[config.mk]
export PLATFORM = sky130hd
export DESIGN_NAME = alu_acc_ctrl
export DESIGN_NICKNAME = d
export VERILOG_FILES = /design/src/rtl/alu_acc_ctrl.sv
export SDC_FILE = /design/constraint.sdc
export NUM_CORES = 1
export LEC_CHECK = 0
export CELL_PAD_IN_SITES_DETAIL_PLACEMENT = 1
export CELL_PAD_IN_SITES_GLOBAL_PLACEMENT = 1
export CORE_AREA = 2 2 54 61
export CTS_CLUSTER_SIZE = 8
export DETAILED_ROUTE_END_ITERATION = 7
export DIE_AREA = 0 0 56 63
export GPL_TIMING_DRIVEN = 0
export PLACE_DENSITY_LB_ADDON = 0.05
export SKIP_CTS_REPAIR_TIMING = 1
export SYNTH_ARGS = -nofsm -noshare
export SYNTH_HDL_FRONTEND = slang
export SYNTH_SLANG_ARGS = --single-unit
[constraint.sdc]
create_clock -name clk -period 1.5 [get_ports clk]
set_input_delay 0.3 -clock clk [delete_from_list [all_inputs] [get_ports clk]]
set_output_delay 0.3 -clock clk [all_outputs]
set_load 0.03 [all_outputs]
[src/rtl/alu_acc_ctrl.sv]
`timescale 1ns/1ps
`default_nettype none
// +----------------------------------------------------------------------------+
// | Module   : alu_acc_ctrl                                                    |
// | Purpose  : Execution controller wrapped around a purely combinational      |
// |            ALU. Accepts one instruction (command + immediate) per          |
// |            valid/ready handshake, sequences IDLE -> EXEC -> WB, and writes |
// |            the ALU result and carry/zero flags back.                       |
// | Ports    : clk, reset_n (async, active-low)                                |
// |            instr_valid/instr_ready/instr_cmd/instr_imm : instruction input |
// |            alu_a/alu_b/alu_cmd   : operands/command driven to the ALU      |
// |            alu_result/alu_carry/alu_zero : ALU response                    |
// |            acc/flag_c/flag_z     : architectural state                     |
// |            done/err_illegal      : one-cycle retire / illegal-cmd pulses   |
// |            instr_count           : retire counter (ALU_ACC_RETIRE_CNT_EN)  |
// | Options  : define ALU_ACC_RETIRE_CNT_EN to add the CNT_W retire counter.   |
// | Revision : 1.0  initial release                                            |
// +----------------------------------------------------------------------------+
module alu_acc_ctrl #(
  parameter int DATA_W = 4
`ifdef ALU_ACC_RETIRE_CNT_EN
  , parameter int CNT_W = 8
`endif
) (
  input  logic              clk,
  input  logic              reset_n,
  input  logic              instr_valid,
  output logic              instr_ready,
  input  logic [2:0]        instr_cmd,
  input  logic [DATA_W-1:0] instr_imm,
  output logic [DATA_W-1:0] alu_a,
  output logic [DATA_W-1:0] alu_b,
  output logic [2:0]        alu_cmd,
  input  logic [DATA_W-1:0] alu_result,
  input  logic              alu_carry,
  input  logic              alu_zero,
  output logic [DATA_W-1:0] acc,
  output logic              flag_c,
  output logic              flag_z,
  output logic              done,
  output logic              err_illegal
`ifdef ALU_ACC_RETIRE_CNT_EN
  , output logic [CNT_W-1:0] instr_count
`endif
);

  localparam logic [1:0] S_IDLE = 2'd0;
  localparam logic [1:0] S_EXEC = 2'd1;
  localparam logic [1:0] S_WB   = 2'd2;

  localparam logic [2:0] CMD_PASS_A  = 3'b000;
  localparam logic [2:0] CMD_COMPARE = 3'b001;
  localparam logic [2:0] CMD_PASS_B  = 3'b010;
  localparam logic [2:0] CMD_ADD     = 3'b011;
  localparam logic [2:0] CMD_NAND    = 3'b100;

  logic [1:0]        state_q, state_d;
  logic              ready_q, ready_d;
  logic [2:0]        cmd_q, cmd_d;
  logic [DATA_W-1:0] b_q, b_d;
  logic [DATA_W-1:0] acc_q, acc_d;
  logic              fc_q, fc_d;
  logic              fz_q, fz_d;
  logic              done_q, done_d;
  logic              err_q, err_d;
  logic              accept_w;

  // ready is a register, so it stays low in the cycle right after reset
  // release and only rises on the first clock edge.
  assign accept_w = instr_valid & ready_q;

  // State register
  always_ff @(posedge clk or negedge reset_n) begin
    if (!reset_n) begin
      state_q <= S_IDLE;
    end else begin
      state_q <= state_d;
    end
  end

  // Next-state logic
  always_comb begin
    state_d = S_IDLE;
    case (state_q)
      S_IDLE:  state_d = accept_w ? S_EXEC : S_IDLE;
      S_EXEC:  state_d = S_WB;
      S_WB:    state_d = S_IDLE;
      default: state_d = S_IDLE;
    endcase
  end

  // Output / datapath next-value logic
  always_comb begin
    acc_d   = acc_q;
    fc_d    = fc_q;
    fz_d    = fz_q;
    cmd_d   = cmd_q;
    b_d     = b_q;
    done_d  = 1'b0;
    err_d   = 1'b0;
    ready_d = (state_d == S_IDLE);

    if ((state_q == S_IDLE) && accept_w) begin
      cmd_d = instr_cmd;
      b_d   = instr_imm;
    end

    if (state_q == S_WB) begin
      done_d = 1'b1;
      cmd_d  = CMD_PASS_A;
      case (cmd_q)
        CMD_PASS_A: ;
        CMD_COMPARE: begin
          fc_d = alu_carry;
          fz_d = alu_zero;
        end
        CMD_PASS_B: acc_d = alu_result;
        CMD_ADD: begin
          acc_d = alu_result;
          fc_d  = alu_carry;
          fz_d  = alu_zero;
        end
        CMD_NAND: acc_d = alu_result;
        default:  err_d = 1'b1;
      endcase
    end
  end

  // Datapath registers
  always_ff @(posedge clk or negedge reset_n) begin
    if (!reset_n) begin
      ready_q <= 1'b0;
      cmd_q   <= CMD_PASS_A;
      b_q     <= '0;
      acc_q   <= '0;
      fc_q    <= 1'b0;
      fz_q    <= 1'b0;
      done_q  <= 1'b0;
      err_q   <= 1'b0;
    end else begin
      ready_q <= ready_d;
      cmd_q   <= cmd_d;
      b_q     <= b_d;
      acc_q   <= acc_d;
      fc_q    <= fc_d;
      fz_q    <= fz_d;
      done_q  <= done_d;
      err_q   <= err_d;
    end
  end

  assign instr_ready = ready_q;
  assign alu_a       = acc_q;
  assign alu_b       = b_q;
  assign alu_cmd     = cmd_q;
  assign acc         = acc_q;
  assign flag_c      = fc_q;
  assign flag_z      = fz_q;
  assign done        = done_q;
  assign err_illegal = err_q;

`ifdef ALU_ACC_RETIRE_CNT_EN
  logic [CNT_W-1:0] cnt_q, cnt_d;

  // Counts every retire, illegal commands included; wraps silently.
  assign cnt_d = done_q ? (cnt_q + CNT_W'(1)) : cnt_q;

  always_ff @(posedge clk or negedge reset_n) begin
    if (!reset_n) begin
      cnt_q <= '0;
    end else begin
      cnt_q <= cnt_d;
    end
  end

  assign instr_count = cnt_q;
`endif

endmodule

`default_nettype wire
==> impl_results.md <==
* Status: finished clean
* Critical path arrival at 1110 ps
* Clock Sinks at 18
* Drt drc at 0
* Dpl hpwl at 1460 um
* Routed Antenna Nets at 0
* R2r setup slk at 160 ps
* Site Rows at 21
* Routed WL per cell at 13.60 um
* Clock slew at reported path FFs at 100 ps
* IO Port Bufs at 35
* Synth Cell Area at 860.8 um^2
* Total CTS buffers at 3
* Synth Area in Adders at 0
* Final Skew at 12.64 ps
* Post-synthesis net count at 91
* Initial core utilization at 0.2925
* Max IR drop VDD at 0.8813 mV
* Initial antenna violation count at 0
* Commonest cells after routing, fill and taps aside: dlymetal6s2s_1 (20), dfrtp_1 (18), clkdlybuf4s50_1 (15), nor2_1 (6), nand2_1 (6)
* Vias in the first global route at 720
* Setup_tns at 0 ps
* Fin crit period at 1414 ps
* H-tree Lvls at 1
* Worst hold path type: in2async
* Ys Warns at 0
* Mux cell area share after synthesis at 0.08721
* Worst slew margin at 0.4418
* Total GRT Usage at 0.1230
* Most common cell after layout, fill and taps aside: dlymetal6s2s_1
* Synth Register Bits at 18
* Area contributors post-synth: dfrtp_1 (52%), mux2_2 (5.2%), buf_4 (4.4%)
* Fin. max-slew vios at 0
* Post-synthesis simple-gate area fraction at 0.1773
* Final worst slack at 86.01 ps
* Root Buffer: clkbuf_4
* RSZ-0062 raised after global routing: no
* Vias/cell at 4.782
* Chip width at approximately 56 um
* Drt initial violations at 8
* Register area share after synthesis at 0.5233
* RR Endpoint: flag_z
* Final Hold Fails at 0
* First-pass GRT wire length at 3387 um
* Global route overflow at 0
* Pre-CTS setup slack at -98.67 ps
* Cell Pwr Density at between 1500 and 2000 nW/um^2
* Reg2Reg Depth at 3
* Fmax at 707.2 MHz
* # nets final at 131
* Share of cells above drive strength 1 at 0.1947
* Post-Synth XOR/XNOR Area at 0
* Cells after synthesis at 75
* Vias post-DR at 703
* R2R Path Start: alu_cmd[2]
* Post-synth cell types at 19
* Number of diodes at 0
* Synth top area share at 0.5233
* Final worst path period share at 0.9427
* Worst-Skew Late Latency at 290 ps
* Core area at slightly below 3000 um^2
* Pin count of the biggest net entering global routing at 19
* Compound-cell area share of the yosys netlist at 0.1337
* Main combinational cell family by area after synthesis: simple AND/OR/NAND/NOR gates
* CP Capture Type: output port
* IO Pins at 36
* CTS tree: yes
* Worst setup path category: reg2out
* Area leader, netlist: dfrtp_1
* Die height at 63 um
* Required @ worst endpoint at roughly 1200 ps
* Worst Tran Pin Value at 834.6 ps
* Max cap viols at 0
* CTS max path bufs at 2
* Setup Viol. Count Final at 0
* Die area at 3528 um^2
* Total Wirelength at 1999 um
* RD Place Congestion at 0.7054
* Mapped Avg Cell Area at 11.48 um^2
* Area growth, synth to finish at 54.07%
* CP Max Fanout at 5
* DR pass1 iterations at 3
* Static Leak at 0.8039 nW
* Critical path launch point type: register
==> cell type report <==
cell class	instances	area, um^2
plain buffers	9	63.81
clock buffers	3	22.52
fillers	334	1617
inverters	1	3.754
multi-input cells	47	342.8
flip-flops and latches	18	450.4
well taps	34	42.54
repair buffers	35	400.4
==> critical path, cell delays in order, from the launching register on <==
cell and delay, ps:
dfrtp_1 420, buf_4 130, dlymetal6s2s_1 270
==> synthesized netlist by cell type, drive strengths merged <==
cell type,number
a211oi,4
and2b,1
and4bb,1
buf,9
dfrtp,18
inv,1
mux2,6
nand2,6
nand2b,6
nor2,6
nor3b,1
nor4,4
o21ai,4
o2bb2ai,4
o31ai,4
==> worst max-delay path by stage <==
stage,end,from
after global routing,alu_a[0],acc[0]
after floorplan,flag_c,alu_cmd[2]
after global placement,alu_b[3],instr_valid
final,alu_a[2],acc[2]
after CTS,alu_a[0],acc[0]
after detailed placement,alu_b[2],instr_valid
==> power breakdown <==
group | total, W | leakage [nW] | switching, W | internal, W
clock network | 0.000236 | 0.0138 | 0.000143 | 0.0000934
registers | 0.000791 | 0.229 | 0.000125 | 0.000666
logic | 0.00139 | 0.562 | 0.000761 | 0.000631
==> stage by stage <==
stage | total power (W) | instance area (um^2) | std cells | hold WS, ps | util
finish | 0.002418 | 1326 | 147 | 476.4 | 0.4507
global route | 0.002600 | 1326 | 147 | 525.6 | 0.4507
CTS | 0.002495 | 1276 | 147 | 506.6 | 0.4337
detailed placement | 0.002247 | 1254 | 144 | 495.7 | 0.4260
global placement | 0.002220 | 1254 | 144 | 489.6 | 0.4260
floorplan | 0.001705 | 860.8 | 75 | 4.409 | -
==> routing by layer <==
| metal | up-vias | part of all wire | GRT usage |
|---|---|---|---|
| li1 | 340 | - | - |
| met1 | 336 | 0.47 | 0.1658 |
| met2 | 23 | 0.45 | 0.1809 |
| met3 | 4 | 0.060 | 0.02484 |
| met4 | 0 | 0.020 | 0.07143 |
| met5 | - | 0 | 0 |
==> registers in the layout, summed over array words and instances (netlist names) <==
name / cells
acc: 4
alu_b: 4
alu_cmd: 3
state_q: 2
done: 1
err_illegal: 1
flag_c: 1
flag_z: 1
instr_ready: 1
==> cell families (layout without fill, tap and decap cells) <==
logic type             after synthesis  count (layout)
buffers and inverters               10              48
muxes                                6               6
AOI/OAI and AO/OA                   16              16
and+or+nand+nor                     25              25
DFF                                 18              18
Note: power is estimated with default switching activity, not from simulation.
